$ cat src/rtl/adc_pkg.sv
// Shared definitions for the ADC readback block: FSM states, control/status
// bit positions and the sample width.
package adc_pkg;

    localparam int unsigned SAMPLE_W = 16;

    // Control register (POSITION+1 write) bit positions
    localparam int unsigned CTRL_START   = 0;
    localparam int unsigned CTRL_CONT    = 1;
    localparam int unsigned CTRL_CLR_OVR = 2;

    // Status register (POSITION+1 read) bit positions
    localparam int unsigned STAT_BUSY = 0;
    localparam int unsigned STAT_NEW  = 1;
    localparam int unsigned STAT_OVR  = 2;

    typedef enum logic [1:0] {
        ST_IDLE  = 2'd0,
        ST_CONV  = 2'd1,
        ST_SHIFT = 2'd2,
        ST_DONE  = 2'd3
    } adc_state_t;

    function automatic logic [SAMPLE_W-1:0] status_word(
        input logic i_ovr,
        input logic i_new_flag,
        input logic i_busy
    );
        logic [SAMPLE_W-1:0] w_word;
        w_word             = '0;
        w_word[STAT_OVR]   = i_ovr;
        w_word[STAT_NEW]   = i_new_flag;
        w_word[STAT_BUSY]  = i_busy;
        return w_word;
    endfunction

endpackage

$ cat src/rtl/adc_sclk_gen.sv
// Divide-by-CLK_DIV serial clock generator: idles low while disabled, emits
// rise/fall strobes one cycle ahead of the edge and counts falling edges.
module adc_sclk_gen #(
    parameter int unsigned CLK_DIV = 2
) (
    input  logic       i_clk,
    input  logic       i_rst_n,
    input  logic       i_en,
    output logic       o_sclk,
    output logic       o_rise,
    output logic       o_fall,
    output logic [4:0] o_edge_cnt
);

    localparam int unsigned DIV_W = (CLK_DIV > 1) ? $clog2(CLK_DIV) : 1;
    localparam logic [DIV_W-1:0] DIV_LAST = DIV_W'(CLK_DIV - 1);

    logic [DIV_W-1:0] r_div;
    logic             r_sclk;
    logic [4:0]       r_edge_cnt;
    logic             w_tick;

    assign w_tick = i_en && (r_div == DIV_LAST);

    always_ff @(posedge i_clk or negedge i_rst_n) begin
        if (!i_rst_n) begin
            r_div      <= '0;
            r_sclk     <= 1'b0;
            r_edge_cnt <= '0;
        end else if (!i_en) begin
            r_div      <= '0;
            r_sclk     <= 1'b0;
            r_edge_cnt <= '0;
        end else if (w_tick) begin
            r_div  <= '0;
            r_sclk <= ~r_sclk;
            if (r_sclk) begin
                r_edge_cnt <= r_edge_cnt + 5'd1;
            end
        end else begin
            r_div <= r_div + 1'b1;
        end
    end

    // Strobes are true on the cycle whose closing edge moves the pin
    assign o_rise     = w_tick & ~r_sclk;
    assign o_fall     = w_tick & r_sclk;
    assign o_sclk     = r_sclk;
    assign o_edge_cnt = r_edge_cnt;

endmodule

$ cat src/rtl/adc_control.sv
// EBI-mapped controller for a 16-bit serial ADC: runs the convert/shift
// sequence, holds the last result and exposes sample and status registers.
module adc_control
    import adc_pkg::*;
#(
    parameter int unsigned POSITION    = 0,
    parameter int unsigned CLK_DIV     = 2,
    parameter int unsigned CONV_CYCLES = 64
) (
    input  logic        ebi_clk,
    input  logic        nReset,
    input  logic        re,
    input  logic        wr,
    input  logic [15:0] data,
    input  logic [20:0] addr,
    output logic [15:0] data_out,
    output logic        busy,
    output logic        nCnv,
    output logic        adc_sclk,
    input  logic        adc_sdo
);

    localparam logic [7:0] ADDR_SAMPLE = 8'(POSITION);
    localparam logic [7:0] ADDR_CTRL   = 8'(POSITION + 1);
    localparam int unsigned CONV_W = (CONV_CYCLES > 1) ? $clog2(CONV_CYCLES) : 1;
    localparam logic [CONV_W-1:0] CONV_LOAD = CONV_W'(CONV_CYCLES - 1);

    // Bus front end
    logic        r_cs_s;
    logic        r_cs_c;
    logic        r_re;
    logic        r_wr;
    logic [2:0]  r_wdata;

    // Conversion engine
    adc_state_t           r_state;
    adc_state_t           w_next_state;
    logic [CONV_W-1:0]    r_conv_cnt;
    logic [SAMPLE_W-1:0]  r_shift;
    logic [SAMPLE_W-1:0]  r_sample;
    logic                 r_ncnv;
    logic                 r_busy;

    // Host-visible control/status
    logic                 r_cont;
    logic                 r_new;
    logic                 r_ovr;
    logic [SAMPLE_W-1:0]  r_data_out;

    logic        w_rd_s;
    logic        w_rd_c;
    logic        w_wr_c;
    logic        w_start;
    logic        w_clr_ovr;
    logic        w_ovr_set;
    logic        w_shift_en;
    logic        w_rise;
    logic        w_fall;
    logic        w_last_bit;
    logic [4:0]  w_edge_cnt;
    logic        w_unused;

    assign w_rd_s     = r_cs_s & r_re;
    assign w_rd_c     = r_cs_c & r_re;
    assign w_wr_c     = r_cs_c & r_wr;
    assign w_start    = w_wr_c & r_wdata[CTRL_START];
    assign w_clr_ovr  = w_wr_c & r_wdata[CTRL_CLR_OVR];
    assign w_shift_en = (r_state == ST_SHIFT);
    assign w_last_bit = w_fall && (w_edge_cnt == 5'd15);
    // A sample read landing on DONE returns the old word, so it must not
    // count as consuming the new one nor flag an overrun.
    assign w_ovr_set  = (r_state == ST_DONE) && r_new && !w_rd_s;
    assign w_unused   = ^{addr[20:8], data[15:3], w_rise};

    adc_sclk_gen #(
        .CLK_DIV (CLK_DIV)
    ) u_sclk_gen (
        .i_clk      (ebi_clk),
        .i_rst_n    (nReset),
        .i_en       (w_shift_en),
        .o_sclk     (adc_sclk),
        .o_rise     (w_rise),
        .o_fall     (w_fall),
        .o_edge_cnt (w_edge_cnt)
    );

    always_ff @(posedge ebi_clk or negedge nReset) begin
        if (!nReset) begin
            r_cs_s  <= 1'b0;
            r_cs_c  <= 1'b0;
            r_re    <= 1'b0;
            r_wr    <= 1'b0;
            r_wdata <= '0;
        end else begin
            r_cs_s  <= (addr[7:0] == ADDR_SAMPLE);
            r_cs_c  <= (addr[7:0] == ADDR_CTRL);
            r_re    <= re;
            r_wr    <= wr;
            r_wdata <= data[2:0];
        end
    end

    always_ff @(posedge ebi_clk or negedge nReset) begin
        if (!nReset) begin
            r_state <= ST_IDLE;
        end else begin
            r_state <= w_next_state;
        end
    end

    always_comb begin
        w_next_state = r_state;
        case (r_state)
            ST_IDLE: begin
                if (w_start || r_cont) begin
                    w_next_state = ST_CONV;
                end
            end
            ST_CONV: begin
                if (r_conv_cnt == '0) begin
                    w_next_state = ST_SHIFT;
                end
            end
            ST_SHIFT: begin
                if (w_last_bit) begin
                    w_next_state = ST_DONE;
                end
            end
            ST_DONE: begin
                w_next_state = ST_IDLE;
            end
            default: begin
                w_next_state = ST_IDLE;
            end
        endcase
    end

    always_ff @(posedge ebi_clk or negedge nReset) begin
        if (!nReset) begin
            r_conv_cnt <= '0;
            r_shift    <= '0;
            r_sample   <= '0;
            r_ncnv     <= 1'b1;
            r_busy     <= 1'b0;
        end else begin
            if (r_state == ST_IDLE && w_next_state == ST_CONV) begin
                r_conv_cnt <= CONV_LOAD;
                r_ncnv     <= 1'b0;
                r_busy     <= 1'b1;
            end else if (r_state == ST_CONV && r_conv_cnt != '0) begin
                r_conv_cnt <= r_conv_cnt - 1'b1;
            end

            if (w_shift_en && w_fall) begin
                r_shift <= {r_shift[SAMPLE_W-2:0], adc_sdo};
            end

            if (r_state == ST_DONE) begin
                r_sample <= r_shift;
                r_ncnv   <= 1'b1;
                r_busy   <= 1'b0;
            end
        end
    end

    always_ff @(posedge ebi_clk or negedge nReset) begin
        if (!nReset) begin
            r_cont     <= 1'b0;
            r_new      <= 1'b0;
            r_ovr      <= 1'b0;
            r_data_out <= '0;
        end else begin
            if (w_wr_c) begin
                r_cont <= r_wdata[CTRL_CONT];
            end

            if (r_state == ST_DONE) begin
                r_new <= 1'b1;
            end else if (w_rd_s) begin
                r_new <= 1'b0;
            end

            r_ovr <= (r_ovr & ~w_clr_ovr) | w_ovr_set;

            if (w_rd_s) begin
                r_data_out <= r_sample;
            end else if (w_rd_c) begin
                r_data_out <= status_word(r_ovr, r_new, r_busy);
            end else begin
                r_data_out <= '0;
            end
        end
    end

    assign data_out = r_data_out;
    assign busy     = r_busy;
    assign nCnv     = r_ncnv;

endmodule

$ cat config.mk
export PLATFORM = sky130hd
export DESIGN_NAME = adc_control
export DESIGN_NICKNAME = d
export VERILOG_FILES = /design/src/rtl/adc_pkg.sv /design/src/rtl/adc_sclk_gen.sv /design/src/rtl/adc_control.sv
export SDC_FILE = /design/constraint.sdc
export NUM_CORES = 1
export LEC_CHECK = 0
export CAP_MARGIN = 20
export CORE_MARGIN = 1.5
export CORE_UTILIZATION = 50
export CTS_CLUSTER_SIZE = 12
export DETAILED_ROUTE_END_ITERATION = 7
export GPL_TIMING_DRIVEN = 0
export HOLD_SLACK_MARGIN = 0.15
export PLACE_DENSITY = 0.86
export SETUP_SLACK_MARGIN = 0.4
export SLEW_MARGIN = 20
export SYNTH_ARGS = -nofsm -noshare
export SYNTH_HDL_FRONTEND = slang
export SYNTH_SLANG_ARGS = --single-unit
$ cat constraint.sdc
create_clock -name ebi_clk -period 3.4 [get_ports ebi_clk]
set_input_delay 0.34 -clock ebi_clk [delete_from_list [all_inputs] [get_ports ebi_clk]]
set_output_delay 0.34 -clock ebi_clk [all_outputs]
set_load 0.01 [all_outputs]
==> flow_summary_export.csv <==
group,metric,value,unit
cts,cts_buffers,9,
critical_path,r2r_slack,1660,ps
global_routing,grt_max_degree,52,
global_routing,grt_overflow,0,
die,dieHeight,79.82,microns
timing,drv_slew,0,
critical_path,regToRegEndpoint,"r_conv_cnt[1]",
placed_design,place_area,0.003406,sq mm
power,power_leakage,1.773,nW
critical_path,cp_cell_sequence,"clkdlybuf4s50_1",
finish,nFillCells,419,
critical_path,path_buf_inv,1,
synth,synth_cell_types,36,
synth,yosys_warnings,0,
critical_path,critPathKind,"reg2out",
synth,synth_top_area_share,62.77,%
cts,hold_buffers,1,
critical_path,required,3060,ps
synth,syn_nets,263,
min_path,hold_end,"r_re",
critical_path,slowest_delay,550,ps
synth,synth-edff-count,0,
die,die_area,0.006370,sq mm
cts,cts_tree,"done",
finish,area_delta_synth_final,23.11,%
synth,ys.flop_type,"dfrtp_1",
power,irDropWorstVdd,0.2972,mV
timing,period_needed,1759,ps
finish,fin_cells,342,
synth,synth_area_leader_cell,"dfrtp_1",
timing,finalHoldViolations,0,
power,power,2.023,mW
finish,n_antenna_cell,0,
finish,final_area,0.003632,sq mm
critical_path,worst_path_max_delay_cell,"dfstp_2",
die,rows,27,
route,wirelength,4886,microns
placed_design,dp_cells,325,
cts,cts_resized,0,
synth,yosys-top-cells-area,"dfrtp_1, mux2_2, mux2_4",
timing,fmax,568.7,MHz
min_path,min_path_cells,1,
finish,nets,310,
timing,fin_tns_setup,0,ps
timing,rsz0062_at_grt,"no",
critical_path,r2r-start,"r_conv_cnt[2]",
power,cellPowerDensity,557.0,mW/mm^2
global_routing,grt_usage,18.36,%
cts,htree_levels,3,
synth,synth-async-reset-ratio,100.0,%
die,pin_count,61,
critical_path,crit_family,"flip-flops",
route,wl_per_cell,14.29,microns
critical_path,endpoint_kind,"output port",
route,drc,0,
route,drt_iter0_markers,124,
finish,drive_gt1_share,21.85,%
synth,syn_area,0.002950,sq mm
cts,root_buffer,"clkbuf_8",
min_path,min_path_type,"in2reg",
critical_path,crit_fanout,2,
timing,setup-violations-final,0,
job,max-cap-violations,0,
placed_design,place.gp.congestion,0.7628,
global_routing,first_global_vias,1825,
route,first_pass_iters,4,
critical_path,start_kind,"flip-flop",
timing,setup_ws,1642,ps
min_path,hold_path_startpoint,"re",
synth,yosysMostFrequentCell,"dfrtp_1",
timing,worst_pin_slew,406.9,ps
cts,path_clk_slew,80,ps
cts,cts_setup_buffers,0,
critical_path,r2r_cells,4,
run_status,status,"finished clean",
timing,skew,7.347,ps
die,die_w,79.82,microns
synth,synth_common_cells,"dfrtp_1, mux2_2, nand2_1, and3_1",
global_routing,grt_first_pass_wirelength,8556,microns
placed_design,hpwlAfterDp,3250,microns
placed_design,pre_cts_ws,1692,ps
timing,min_period_over_period,51.72,%
timing,slew_headroom,72.81,%
route,routed_via_density,5.257,
synth,ys_seq_elements,75,
synth,synthCells,218,
placed_design,io_buffers,34,
die,coreArea,0.005608,sq mm
critical_path,crit_arrival,1420,ps
synth,syn_area_per_cell,13.53,sq um
synth,ys_seq_area_share,63.66,%
global_routing,antenna_found_initial,0,
die,start_util,52.61,%
cts,clock-sinks,75,
route,antenna_left,0,
cts,clk_path_buf_depth,2,
route,vias,1798,
cts,worstSkewPairLatency,350,ps
metrics by stage:
step	util (%)	hold slack [ps]
6_report	64.77	421.4
5_1_grt	64.77	418.9
4_1_cts	64.77	408.3
3_5_place_dp	60.73	272.8
3_3_place_gp	60.29	467.0
2_1_floorplan	-	44.41
cell type report:
class	instances	area [sq um]	share of cell area, %
well taps	72	90.09	2.480
plain buffers	11	73.82	2.032
flip-flops and latches	75	1878	51.71
clock buffers	10	127.6	3.514
repair buffers	36	375.4	10.33
inverters	5	18.77	0.5167
clock inverters	6	88.84	2.446
multi-input cells	127	979.7	26.97
per-layer routing:
layer / up-vias / share of wire, % / global-route usage (%)
li1: 858 / - / -
met1: 881 / 46 / 24.49
met2: 48 / 48 / 27.37
met3: 11 / 4.1 / 4.571
met4: 0 / 2.4 / 10.34
met5: - / 0 / 0
flip-flops by register name, indices dropped and copies added (netlist names), 2 cells and up:
register / cells
u_sclk_gen.o_edge_cnt: 5
r_state: 2
r_shift: 16
r_wdata: 3
r_sample: 16
r_conv_cnt: 6
data_out: 16
cell usage in the layout, fill, tap and decap left out, types with 2 or more instances in the layout:
cell,netlist,layout
nand3_1,5,5
nor2_1,6,6
buf_6,4,4
clkdlybuf4s50_1,0,33
o21ai_0,9,9
clkbuf_1,5,6
buf_2,2,2
ha_1,3,3
clkinvlp_4,0,2
bufinv_16,0,2
dfrtp_1,74,74
xor2_1,2,2
inv_1,5,5
a31oi_1,2,2
a21oi_1,3,3
a311oi_1,2,2
and2_1,3,3
clkbuf_8,0,9
o211ai_1,4,4
or4b_1,2,2
and3_1,15,15
o211a_1,2,2
mux2_4,9,9
or3_1,4,4
nand2_1,19,19
mux2_2,24,24
worst max path at each step:
stage                                to  slack (ps)  cells past startpoint          start
final                              nCnv        1640                      1           nCnv
after global routing      r_conv_cnt[1]        1590                      4  r_conv_cnt[2]
after CTS                          nCnv        1630                      1           nCnv
after detailed placement    r_shift[11]        1690                      7     r_state[0]
after global placement             r_re        -420                      1         nReset
after floorplan             r_shift[10]        1760                      7     r_state[0]
kinds of logic (layout without fill, tap and decap cells):
family	count (synthesis)	count (layout)	synth area share, %
flops	75	75	63.66
buf+inv	16	68	3.138
xor+xnor	3	3	0.8907
simple gates	62	62	11.37
mux	33	33	13.74
compound gates	26	26	5.937
fa+ha+maj	3	3	1.272
where the power goes:
group	switching (mW)	total, mW	leakage (nW)	internal [mW]
Sequential	0.0558	1.02	1.01	0.966
Combinational	0.126	0.255	0.662	0.129
Clock	0.332	0.747	0.103	0.415
No activity file was read; power rests on OpenSTA's default activity.
